`src/rtl/uart_alu_ctrl.sv`:
```
// Byte-stream front end for an external ALU: collects A, B and opcode bytes from
// the UART RX FIFO, registers the ALU result and pushes it into the UART TX FIFO.
module uart_alu_ctrl #(
    parameter int DBIT    = 8,
    parameter int OP_W    = 6,
    parameter int TIMEOUT = 1000000
) (
    input  logic            i_clk,
    input  logic            i_reset,
    input  logic            i_rx_empty,
    input  logic [DBIT-1:0] i_r_data,
    output logic            o_rd_uart,
    input  logic            i_tx_full,
    output logic            o_wr_uart,
    output logic [DBIT-1:0] o_w_data,
    output logic [DBIT-1:0] o_alu_a,
    output logic [DBIT-1:0] o_alu_b,
    output logic [OP_W-1:0] o_alu_op,
    input  logic [DBIT-1:0] i_alu_result,
    output logic            o_frame_err
);

    localparam int CNT_W = $clog2(TIMEOUT + 1);
    localparam logic [CNT_W-1:0] CNT_LIMIT = CNT_W'(TIMEOUT - 1);
    localparam logic [CNT_W-1:0] CNT_MAX   = '1;

    typedef enum logic [2:0] {
        S_WAIT_A,
        S_WAIT_B,
        S_WAIT_OP,
        S_EXEC,
        S_SEND
    } state_t;

    state_t            state_q;
    logic [CNT_W-1:0]  cnt_q;
    logic [DBIT-1:0]   alu_a_q;
    logic [DBIT-1:0]   alu_b_q;
    logic [OP_W-1:0]   alu_op_q;
    logic [DBIT-1:0]   w_data_q;

    logic waiting;
    logic counting;
    logic rx_take;
    logic tx_put;
    logic timeout_hit;

    assign waiting     = (state_q == S_WAIT_A) || (state_q == S_WAIT_B) || (state_q == S_WAIT_OP);
    assign counting    = (state_q == S_WAIT_B) || (state_q == S_WAIT_OP);
    assign rx_take     = waiting && !i_rx_empty;
    assign tx_put      = (state_q == S_SEND) && !i_tx_full;
    // An arriving byte wins over the timeout, so the error needs an empty FIFO.
    assign timeout_hit = counting && i_rx_empty && (cnt_q >= CNT_LIMIT);

    // Strobes are decoded from registered state so a FWFT byte is taken the
    // same cycle it is seen; reset masks them so nothing moves in that cycle.
    assign o_rd_uart   = rx_take && !i_reset;
    assign o_wr_uart   = tx_put && !i_reset;
    assign o_frame_err = timeout_hit && !i_reset;

    assign o_w_data = w_data_q;
    assign o_alu_a  = alu_a_q;
    assign o_alu_b  = alu_b_q;
    assign o_alu_op = alu_op_q;

    always_ff @(posedge i_clk) begin
        if (i_reset) begin
            state_q  <= S_WAIT_A;
            cnt_q    <= '0;
            alu_a_q  <= '0;
            alu_b_q  <= '0;
            alu_op_q <= '0;
            w_data_q <= '0;
        end else begin
            case (state_q)
                S_WAIT_A: begin
                    cnt_q <= '0;
                    if (rx_take) begin
                        alu_a_q <= i_r_data;
                        state_q <= S_WAIT_B;
                    end
                end
                S_WAIT_B: begin
                    if (rx_take) begin
                        alu_b_q <= i_r_data;
                        cnt_q   <= '0;
                        state_q <= S_WAIT_OP;
                    end else if (timeout_hit) begin
                        cnt_q   <= '0;
                        state_q <= S_WAIT_A;
                    end else if (cnt_q != CNT_MAX) begin
                        cnt_q <= cnt_q + CNT_W'(1);
                    end
                end
                S_WAIT_OP: begin
                    if (rx_take) begin
                        alu_op_q <= i_r_data[OP_W-1:0];
                        cnt_q    <= '0;
                        state_q  <= S_EXEC;
                    end else if (timeout_hit) begin
                        cnt_q   <= '0;
                        state_q <= S_WAIT_A;
                    end else if (cnt_q != CNT_MAX) begin
                        cnt_q <= cnt_q + CNT_W'(1);
                    end
                end
                S_EXEC: begin
                    w_data_q <= i_alu_result;
                    state_q  <= S_SEND;
                end
                S_SEND: begin
                    if (tx_put) begin
                        cnt_q   <= '0;
                        state_q <= S_WAIT_A;
                    end
                end
                default: begin
                    cnt_q   <= '0;
                    state_q <= S_WAIT_A;
                end
            endcase
        end
    end

endmodule

```
`config.mk`:
```
export PLATFORM = sky130hd
export DESIGN_NAME = uart_alu_ctrl
export DESIGN_NICKNAME = d
export VERILOG_FILES = /design/src/rtl/uart_alu_ctrl.sv
export SDC_FILE = /design/constraint.sdc
export NUM_CORES = 1
export LEC_CHECK = 0
export CAP_MARGIN = 20
export CORE_AREA = 2 2 63 109
export CTS_CLUSTER_SIZE = 8
export DETAILED_ROUTE_END_ITERATION = 10
export DIE_AREA = 0 0 65 111
export PLACE_DENSITY = 0.65
export SYNTH_ARGS = -nofsm -noshare
export SYNTH_HDL_FRONTEND = slang
export SYNTH_SLANG_ARGS = --single-unit
```
`constraint.sdc`:
```
create_clock -name i_clk -period 1.65 [get_ports i_clk]
set_input_delay 0.165 -clock i_clk [delete_from_list [all_inputs] [get_ports i_clk]]
set_output_delay 0.165 -clock i_clk [all_outputs]
set_load 0.1 [all_outputs]
```
==> results.cfg, run 1 <==
[status]
status = complete, but fails checks
violations_in_the_final_reports = negative setup slack

[clock_tree]
cts_htree_levels = 2
clock_sinks = 53
clock_insertion_delay_worst_skew_ns = 0.29
cts_buffers = 5
clkSlewWorstSetupHoldPaths_ns = 0.07
clock_tree_from_tritoncts = yes
hold_buffers = 0
clk_root_buffer_cell = sky130_fd_sc_hd__clkbuf_16
clockBufferDepth = 2

[flow_run]
drv.max_cap_violation_count = 0

[synthesis]
dominant_combinational_cell_family_by_area_after_synthesis = simple AND/OR/NAND/NOR gates
synth_xor_xnor_area_share = 0.01461
synth-seq-cells = 53
yosys_most_used_dff = sky130_fd_sc_hd__dfxtp_1
compound_gate_portion_of_the_synthesized_area = 0.1691
yosys-mux-area-fraction = 0.06733
yosysWarningCount = 0
mappedNetlistArea_sq_um = 2397
synth-seq-area-share = 0.4426
synthTopCellsByCount = 53 x sky130_fd_sc_hd__dfxtp_1, 46 x sky130_fd_sc_hd__nand2_1, 31 x sky130_fd_sc_hd__nor2_1
synth.most_common_cell = sky130_fd_sc_hd__dfxtp_1
synth_simple_gate_area_share = 0.2458
synthTopCellsByArea = sky130_fd_sc_hd__dfxtp_1 44%, sky130_fd_sc_hd__nand2_1 7.2%, sky130_fd_sc_hd__mux2i_1 6.3%, sky130_fd_sc_hd__a21oi_1 5.0%, sky130_fd_sc_hd__nor2_1 4.9%
synthDominantCellAreaShare = 0.4426
synth_nets = 296
async_flop_share = 0
synth_area_leader_cell = sky130_fd_sc_hd__dfxtp_1
syn_inst = 275
edff_count_synth = 0
syn-mean-instance-area_sq_um = 8.717
yosys.cell_types.count = 47
synthAdderAreaFrac = 0.005219

[detailed_routing]
antenna_left = 0
detail_route.drc_violations = 0
via_count = 2288
drt-pass1-iter-count = 4
route.final.wire_length_um = 6433
drtIter0Drc = 146
routed_wire_length_per_instance_um = 14.30
post_drt_via_cell_ratio = 5.084

[place]
hpwl_dp_um = 4806
gp_congestion = 0.8302
placement.io_buffers = 52
post_dp_cell_area_sq_um = 3567

[floorplan]
die_x_um = 65
floorplan.initialDensity = 0.3750
core-area_sq_um = 6392
die_h_um = 111
die_area_sq_um = 7215
io_pins = 53
number_of_standard_cell_rows_in_the_floorplan = 39

[global_routing]
top_usage_layer = met2
initial_antenna_violation_count = 0
grt_util_met3 = 0.05381
pin_count_of_the_biggest_net_entering_global_routing = 26
grt_first_pass_wirelength_um = 10920
number_of_global_route_vias_before_repair = 2300
grt.total_usage = 0.1911
grt.met2_usage = 0.3464
grt_overflow_total = 0
globalRouteMet1Util = 0.2044

[setup_path]
startpoint_to_endpoint_class_of_the_critical_path = register to register
cp-end-kind = register
worstPathBufferInverterCount = 2
cp-start-kind = register
timing.critical_path.cells = ha_4 -> nand3_4 -> nor2_4 -> buf_4 -> o31ai_4 -> buf_6 -> or2b_1 -> a31oi_1
crit_required_ns = 1.86
cell_type_group_with_the_largest_total_delay_on_the_critical_path = compound AO/OA/AOI/OAI gates
critPathSlowestCell = sky130_fd_sc_hd__dfxtp_2
crit_path_max_incr_delay_ns = 0.34
worst_ep_arrival_time_ns = 1.88
critPathMaxFanout = 5

[power]
power_frac_comb = 0.213
fraction_of_power_consumed_by_the_clock_network = 0.345
pwr-share-seq = 0.442
static-leakage-power_uw = 0.001528
internal_power_uw = 2145
power.density_nw_per_um2 = 778.2
power.ir.vdd_worst_mv = 0.7456
netSwitchingFraction = 0.2974
switching_power_uw = 908.1

[sta]
rsz0062_at_grt = true
final-max-slew-violation-count = 0
layout_min_cycle_time_ns = 1.674
maxSlewHeadroom = 0.7860
clock_skew_ns = 0.006297
report.final.hold_viol_count = 0
finalCritPeriodShare = 1.014
worst-slew-pin-transition_ns = 0.3200
postLayoutSetupSlackWorst_ns = -0.02374
timing.final.setup_violations = 3
final.hold.worst_slack_ns = 0.4174
achievable-frequency_mhz = 597.5

[layout]
syn2layout_area_growth_pct = 63.67
nNetsFinal = 388
post_route_cells_drive_above_1_share = 0.3641
antenna-diode-count = 0
post_layout_instance_area_sq_um = 3924

[min_path]
kind_of_path_behind_the_tightest_hold_check = input pin to register
## kinds of logic after synthesis
kind of cell | after synthesis
flops | 53
compound gates | 61
xor+xnor | 4
buf+inv | 19
fa+ha+maj | 1
simple gates | 121
mux | 16
## worst paths after layout
| kind | from | to | slack [ns] | cells after the start |
|---|---|---|---|---|
| min reg2reg | cnt_q[19] | cnt_q[19] | 0.47 | 1 |
| max reg2reg | cnt_q[0] | cnt_q[2] | -0.02 | 8 |
| max | cnt_q[0] | cnt_q[2] | -0.02 | 8 |
| min | i_alu_result[7] | o_w_data[7] | 0.42 | 3 |
## cell type report
| class | count | area, sq um |
|---|---|---|
| Inverter | 4 | 15.01 |
| Fill cell | 536 | 2469 |
| Sequential cell | 53 | 1080 |
| Timing Repair Buffer | 100 | 1214 |
| Multi-Input combinational cell | 203 | 1366 |
| Clock buffer | 5 | 125.1 |
| Clock inverter | 3 | 21.27 |
| Tap cell | 82 | 102.6 |
## state kept, by name, indices dropped and copies added, names as in the netlist
signal,count
state_q,3
cnt_q,20
o_w_data,8
o_alu_a,8
o_alu_op,6
o_alu_b,8
## through the flow
stage | total power [uW] | TNS (ns) | worst slack, ns | util | cells
6_report | 3053 | -0.06982 | -0.02374 | 0.6138 | 450
5_1_grt | 3171 | -0.5220 | -0.09144 | 0.6138 | 450
4_1_cts | 3076 | -0.04861 | -0.03428 | 0.6019 | 449
3_5_place_dp | 2015 | -2.131 | -0.2444 | 0.5580 | 435
3_3_place_gp | 2008 | -1.425 | -0.1717 | 0.5580 | 435
2_1_floorplan | 1768 | -0.2348 | -0.1428 | - | 275
## worst min-delay path, cell delays in order
cell and delay (ns):
sky130_fd_sc_hd__clkdlybuf4s50_1 0.39, sky130_fd_sc_hd__nand2_1 0.06, sky130_fd_sc_hd__a21oi_1 0.05
## what timing repair did
item,CTS,global route
gates cloned,0,0
setup buffers,6,1
resized for setup,21,26
pin swaps,8,9
setup endpoints to repair,12,18
## routing by layer
| layer | share of wire | up-vias |
|---|---|---|
| li1 | - | 1151 |
| met4 | 0.022 | 0 |
| met5 | 0 | - |
| met2 | 0.56 | 58 |
| met3 | 0.055 | 13 |
| met1 | 0.36 | 1066 |
## power groups by stage
stage | sequential, uW | clock, uW | combinational, uW
after detailed placement | 1380 | 0 | 638
after global placement | 1380 | 0 | 632
after CTS | 1350 | 1070 | 652
final | 1350 | 1050 | 650
after floorplan | 1570 | 0 | 202
after global routing | 1350 | 1130 | 686
## cell usage in the layout, fill, tap and decap left out, types with 5 or more instances in the layout
cell type and count:
sky130_fd_sc_hd__a22o_1 6, sky130_fd_sc_hd__nand3_1 6, sky130_fd_sc_hd__a21oi_1 22, sky130_fd_sc_hd__clkdlybuf4s50_1 19, sky130_fd_sc_hd__mux2i_1 15, sky130_fd_sc_hd__buf_4 45, sky130_fd_sc_hd__nor2_1 26, sky130_fd_sc_hd__clkbuf_16 5
sky130_fd_sc_hd__a31oi_1 11, sky130_fd_sc_hd__dfxtp_2 12, sky130_fd_sc_hd__buf_12 32, sky130_fd_sc_hd__nand2_1 46, sky130_fd_sc_hd__dfxtp_1 40
No activity file was read; power rests on OpenSTA's default activity.
==> inputs of run 2 (changes only) <==
--- a/config.mk
+++ b/config.mk
@@ -11,6 +11,8 @@
 export DETAILED_ROUTE_END_ITERATION = 10
 export DIE_AREA = 0 0 65 111
 export PLACE_DENSITY = 0.65
+export RECOVER_POWER = 50
+export SLEW_MARGIN = 10
 export SYNTH_ARGS = -nofsm -noshare
 export SYNTH_HDL_FRONTEND = slang
 export SYNTH_SLANG_ARGS = --single-unit
==> results.cfg, run 2 (synthesized netlist as in run 1, its figures left out) <==
[setup_path]
cell_type_group_with_the_largest_total_delay_on_the_critical_path = flip-flops
cp-end-kind = output port
crit_start = cnt_q[0]
critPathSlowestCell = sky130_fd_sc_hd__dfxtp_2
cp-start-kind = register
r2r-start = cnt_q[0]
regToRegEndpoint = cnt_q[4]
critPathMaxFanout = 3
crit_required_ns = 1.48
critPathMostFrequentCell = sky130_fd_sc_hd__nor2_4
crit_path_max_incr_delay_ns = 0.36
worstPathBufferInverterCount = 2
timing.critical_path.cells = ha_4 -> nand3_4 -> nor2_4 -> buf_6 -> o21ai_4 -> nor2_4 -> buf_12
reg2reg_setup_slack_ns = -0.03
startpoint_to_endpoint_class_of_the_critical_path = register to output port
worst-r2r-cell-count = 9
worst_ep_arrival_time_ns = 1.51

[layout]
largest_reg_flops = 20
antenna-diode-count = 0
largest_register = cnt_q
syn2layout_area_growth_pct = 45.93
most_frequent_cells_in_the_layout = 46 x sky130_fd_sc_hd__nand2_1, 43 x sky130_fd_sc_hd__buf_4, 40 x sky130_fd_sc_hd__dfxtp_1, 30 x sky130_fd_sc_hd__clkbuf_2, 26 x sky130_fd_sc_hd__nor2_1
layout_commonest_cell = sky130_fd_sc_hd__nand2_1
nNetsFinal = 388
post_layout_instance_area_sq_um = 3498
post_route_cells_drive_above_1_share = 0.3641
final_core_util = 0.5473

[place]
post_dp_cell_area_sq_um = 3567
hpwl_dp_um = 4806
placement.io_buffers = 52
gp_congestion = 0.8302

[detailed_routing]
drtIter0Drc = 149
antenna_left = 0
route.final.wire_length_um = 6414
post_drt_via_cell_ratio = 5.069
detail_route.drc_violations = 0
via_count = 2281
routed_wire_length_per_instance_um = 14.25
drt-pass1-iter-count = 4

[sta]
worst-slew-pin-transition_ns = 0.5786
postLayoutSetupSlackWorst_ns = -0.02509
rsz0062_at_grt = true
report.final.hold_viol_count = 0
final-max-slew-violation-count = 0
finalCritPeriodShare = 1.015
layout_min_cycle_time_ns = 1.675
timing.final.setup_violations = 2
maxSlewHeadroom = 0.6159
clock_skew_ns = 0.008434
achievable-frequency_mhz = 597.0

[clock_tree]
clkSlewWorstSetupHoldPaths_ns = 0.07
hold_buffers = 0
clk_root_buffer_cell = sky130_fd_sc_hd__clkbuf_16
cts_buffers = 5
clockBufferDepth = 2
clock_insertion_delay_worst_skew_ns = 0.29
clock_tree_from_tritoncts = yes
cts_htree_levels = 2
clock_sinks = 53

[min_path]
end_point_of_the_most_critical_hold_path = o_w_data[7]
critical_hold_path_startpoint = i_alu_result[7]
depth_of_the_worst_hold_timing_path = 3
kind_of_path_behind_the_tightest_hold_check = input pin to register

[power]
p_total_uw = 2960
power.density_nw_per_um2 = 846.1
power.ir.vdd_worst_mv = 0.7668
static-leakage-power_uw = 0.001424

[floorplan]
die_x_um = 65
number_of_standard_cell_rows_in_the_floorplan = 39
die_area_sq_um = 7215
core-area_sq_um = 6392
die_h_um = 111
floorplan.initialDensity = 0.3750
io_pins = 53

[flow_run]
drv.max_cap_violation_count = 0

[global_routing]
grt_first_pass_wirelength_um = 10920
pin_count_of_the_biggest_net_entering_global_routing = 26
number_of_global_route_vias_before_repair = 2300
initial_antenna_violation_count = 0
grt_overflow_total = 0
grt.total_usage = 0.1911

[status]
status = complete, but fails checks
violations_in_the_final_reports = negative setup slack
## run 2: cell types whose count changed in the layout (fill, tap and decap cells not counted)
cell / before / now
sky130_fd_sc_hd__buf_4: 45 / 43
sky130_fd_sc_hd__buf_12: 32 / 4
sky130_fd_sc_hd__clkbuf_2: 0 / 30
## run 2: power by group
group	internal (uW)	switching, uW	total (uW)
Clock	566	487	1050
Sequential	1310	22.9	1340
Combinational	188	383	571
Total	2070	893	2960
## run 2: tightest hold or removal path, stage by stage
cell                              delay (ns)
sky130_fd_sc_hd__clkdlybuf4s50_1        0.39
sky130_fd_sc_hd__nand2_1                0.06
sky130_fd_sc_hd__a21oi_1                0.05
## run 2: repair_timing
action,CTS,global route
endpoints found under the setup margin,12,18
pin swaps,8,9
cloned,0,0
setup buffers,6,1
resized for setup,21,26
## run 2: how the worst max path moves through the flow
stage	endpoint	slack (ns)	cells past startpoint
detailed placement	cnt_q[2]	-0.24	7
global placement	cnt_q[12]	-0.17	7
CTS	o_frame_err	-0.03	7
finish	o_frame_err	-0.03	7
floorplan	o_rd_uart	-0.14	2
global route	cnt_q[4]	-0.09	7
## run 2: cell type report
| cell class | count | area (sq um) |
|---|---|---|
| Clock inverter | 3 | 21.27 |
| Timing Repair Buffer | 100 | 788.3 |
| Inverter | 4 | 15.01 |
| Multi-Input combinational cell | 203 | 1366 |
| Clock buffer | 5 | 125.1 |
| Tap cell | 82 | 102.6 |
| Fill cell | 582 | 2894 |
| Sequential cell | 53 | 1080 |
## run 2: routing by layer
layer,global-route usage,share of wire,vias to the layer above
li1,-,-,1151
met1,0.2044,0.37,1071
met2,0.3464,0.56,48
met3,0.05381,0.047,11
met4,0.06809,0.019,0
met5,0,0,-
## run 2: stage by stage
step                      hold slack [ns]  std cells  TNS [ns]  setup WS (ns)
after CTS                          0.4174        449  -0.04861       -0.03428
after detailed placement           0.4535        435    -2.131        -0.2444
after floorplan                    0.3010        275   -0.2348        -0.1428
after global routing               0.4366        450   -0.5220       -0.09144
final                              0.4185        450  -0.04636       -0.02509
after global placement             0.4451        435    -1.425        -0.1717
==> inputs of run 3 (changes only) <==
--- a/config.mk
+++ b/config.mk
@@ -6,11 +6,13 @@
 export NUM_CORES = 1
 export LEC_CHECK = 0
 export CAP_MARGIN = 20
-export CORE_AREA = 2 2 63 109
+export CELL_PAD_IN_SITES_DETAIL_PLACEMENT = 2
+export CELL_PAD_IN_SITES_GLOBAL_PLACEMENT = 2
+export CORE_AREA = 2 2 75 130
 export CTS_CLUSTER_SIZE = 8
 export DETAILED_ROUTE_END_ITERATION = 10
-export DIE_AREA = 0 0 65 111
-export PLACE_DENSITY = 0.65
+export DIE_AREA = 0 0 77 132
+export PLACE_DENSITY = 0.7
 export RECOVER_POWER = 50
 export SLEW_MARGIN = 10
 export SYNTH_ARGS = -nofsm -noshare
==> results.cfg, run 3 (synthesized netlist as in run 1, its figures left out) <==
[clock_tree]
clockBufferDepth = 2
clock_sinks = 53
cts_buffers = 5
clk_root_buffer_cell = sky130_fd_sc_hd__clkbuf_16
clkSlewWorstSetupHoldPaths_ns = 0.07
clock_tree_from_tritoncts = yes
cts_htree_levels = 2
hold_buffers = 0
clock_insertion_delay_worst_skew_ns = 0.30

[detailed_routing]
route.final.wire_length_um = 9210
post_drt_via_cell_ratio = 4.840
drt-pass1-iter-count = 4
routed_wire_length_per_instance_um = 18.17
drtIter0Drc = 76
antenna_left = 0
via_count = 2454
detail_route.drc_violations = 0

[setup_path]
worst_ep_arrival_time_ns = 2.02
cp-start-kind = register
cp-end-kind = register
startpoint_to_endpoint_class_of_the_critical_path = register to register
critPathMaxFanout = 8
crit_required_ns = 1.87

[sta]
timing.final.setup_violations = 14
layout_min_cycle_time_ns = 1.795
final-max-slew-violation-count = 0
clock_skew_ns = 0.009838
postLayoutSetupSlackWorst_ns = -0.1445
final.hold.worst_slack_ns = 0.4185
report.final.hold_viol_count = 0
achievable-frequency_mhz = 557.3
maxSlewHeadroom = 0.6211
worst-slew-pin-transition_ns = 0.5707
rsz0062_at_grt = true
finalCritPeriodShare = 1.088

[layout]
layout_commonest_cell = sky130_fd_sc_hd__buf_4
final_core_util = 0.4260
most_frequent_cells_in_the_layout = 47 x sky130_fd_sc_hd__buf_4, 45 x sky130_fd_sc_hd__nand2_1, 40 x sky130_fd_sc_hd__dfxtp_1, 30 x sky130_fd_sc_hd__clkbuf_2, 26 x sky130_fd_sc_hd__nor2_1
nNetsFinal = 408
fillCellCount = 1013
post_layout_instance_area_sq_um = 3874
post_route_cells_drive_above_1_share = 0.4238
largest_register = cnt_q
largest_reg_flops = 20
syn2layout_area_growth_pct = 61.59
antenna-diode-count = 0

[power]
power_frac_comb = 0.209
power.ir.vdd_worst_mv = 0.3665
p_total_uw = 3041
switching_power_uw = 916.1
netSwitchingFraction = 0.3012
fraction_of_power_consumed_by_the_clock_network = 0.352
internal_power_uw = 2125
static-leakage-power_uw = 0.001556
power.density_nw_per_um2 = 785.1
pwr-share-seq = 0.440

[floorplan]
die_x_um = 77
die_h_um = 132
die_area_sq_um = 10160
core-area_sq_um = 9094
io_pins = 53
floorplan.initialDensity = 0.2636
number_of_standard_cell_rows_in_the_floorplan = 46

[status]
violations_in_the_final_reports = negative setup slack
status = complete, but fails checks

[place]
post_dp_cell_area_sq_um = 3605
gp_congestion = 0.7393
placement.io_buffers = 52
hpwl_dp_um = 6309
pre_cts_slack_ns = -0.3736

[global_routing]
pin_count_of_the_biggest_net_entering_global_routing = 28
grt.total_usage = 0.1790
number_of_global_route_vias_before_repair = 2764
initial_antenna_violation_count = 0
grt_first_pass_wirelength_um = 14330
grt_overflow_total = 0

[flow_run]
drv.max_cap_violation_count = 0

[min_path]
kind_of_path_behind_the_tightest_hold_check = input pin to register
[run 3: cell types whose count changed in the layout (fill, tap and decap cells not counted), sizes merged]
cell | before | now
clkinv | 1 | 0
inv | 5 | 4
buf | 51 | 70
clkbuf | 35 | 37
[run 3: final timing paths]
| path | startpoint | endpoint | slack (ns) | cells past startpoint |
|---|---|---|---|---|
| setup / recovery | cnt_q[7] | cnt_q[12] | -0.14 | 7 |
| hold / removal | i_alu_result[2] | o_w_data[2] | 0.42 | 3 |
| setup reg to reg | cnt_q[7] | cnt_q[12] | -0.14 | 7 |
| hold reg to reg | o_w_data[4] | o_w_data[4] | 0.46 | 2 |
[run 3: repair_timing]
| item | CTS | global route |
|---|---|---|
| pin swaps | 17 | 26 |
| gates cloned | 1 | 0 |
| endpoints found under the setup margin | 20 | 25 |
| resized for setup | 37 | 48 |
| buffers inserted | 7 | 10 |
[run 3: layer usage]
metal,vias to the layer above,wire length [um],track usage
met5,-,0,0
met1,1220,3262,0.1713
met2,36,5652,0.3762
met3,8,184,0.02740
li1,1190,-,-
met4,0,110,0.05060
[run 3: per-stage QoR]
stage / setup TNS [ns] / cells
floorplan: -0.2348 / 275
global placement: -2.826 / 485
detailed placement: -4.347 / 485
CTS: -1.197 / 500
global route: -2.350 / 507
finish: -1.024 / 507
[run 3: area by class of cell]
class	count	area (sq um)	area share
inverters	4	15.01	0.003876
clock inverters	1	7.507	0.001938
well taps	120	150.1	0.03876
clock buffers	6	138.9	0.03585
repair buffers	120	1012	0.2613
multi-input cells	203	1465	0.3782
flip-flops and latches	53	1085	0.2800
[run 3: worst max-delay path, stage by stage, from the launching register on]
cell	delay [ns]
sky130_fd_sc_hd__dfxtp_2	0.34
sky130_fd_sc_hd__o31ai_4	0.26
sky130_fd_sc_hd__nand3_2	0.12
sky130_fd_sc_hd__buf_6	0.14
sky130_fd_sc_hd__o31ai_4	0.27
sky130_fd_sc_hd__buf_6	0.18
sky130_fd_sc_hd__or2b_1	0.23
sky130_fd_sc_hd__a31oi_1	0.18
[run 3: power groups by stage]
stage	registers [uW]	clock network [uW]	logic (uW)
floorplan	1570	0	202
global route	1340	1150	671
CTS	1350	1100	690
detailed placement	1380	0	648
finish	1340	1070	635
global placement	1370	0	632
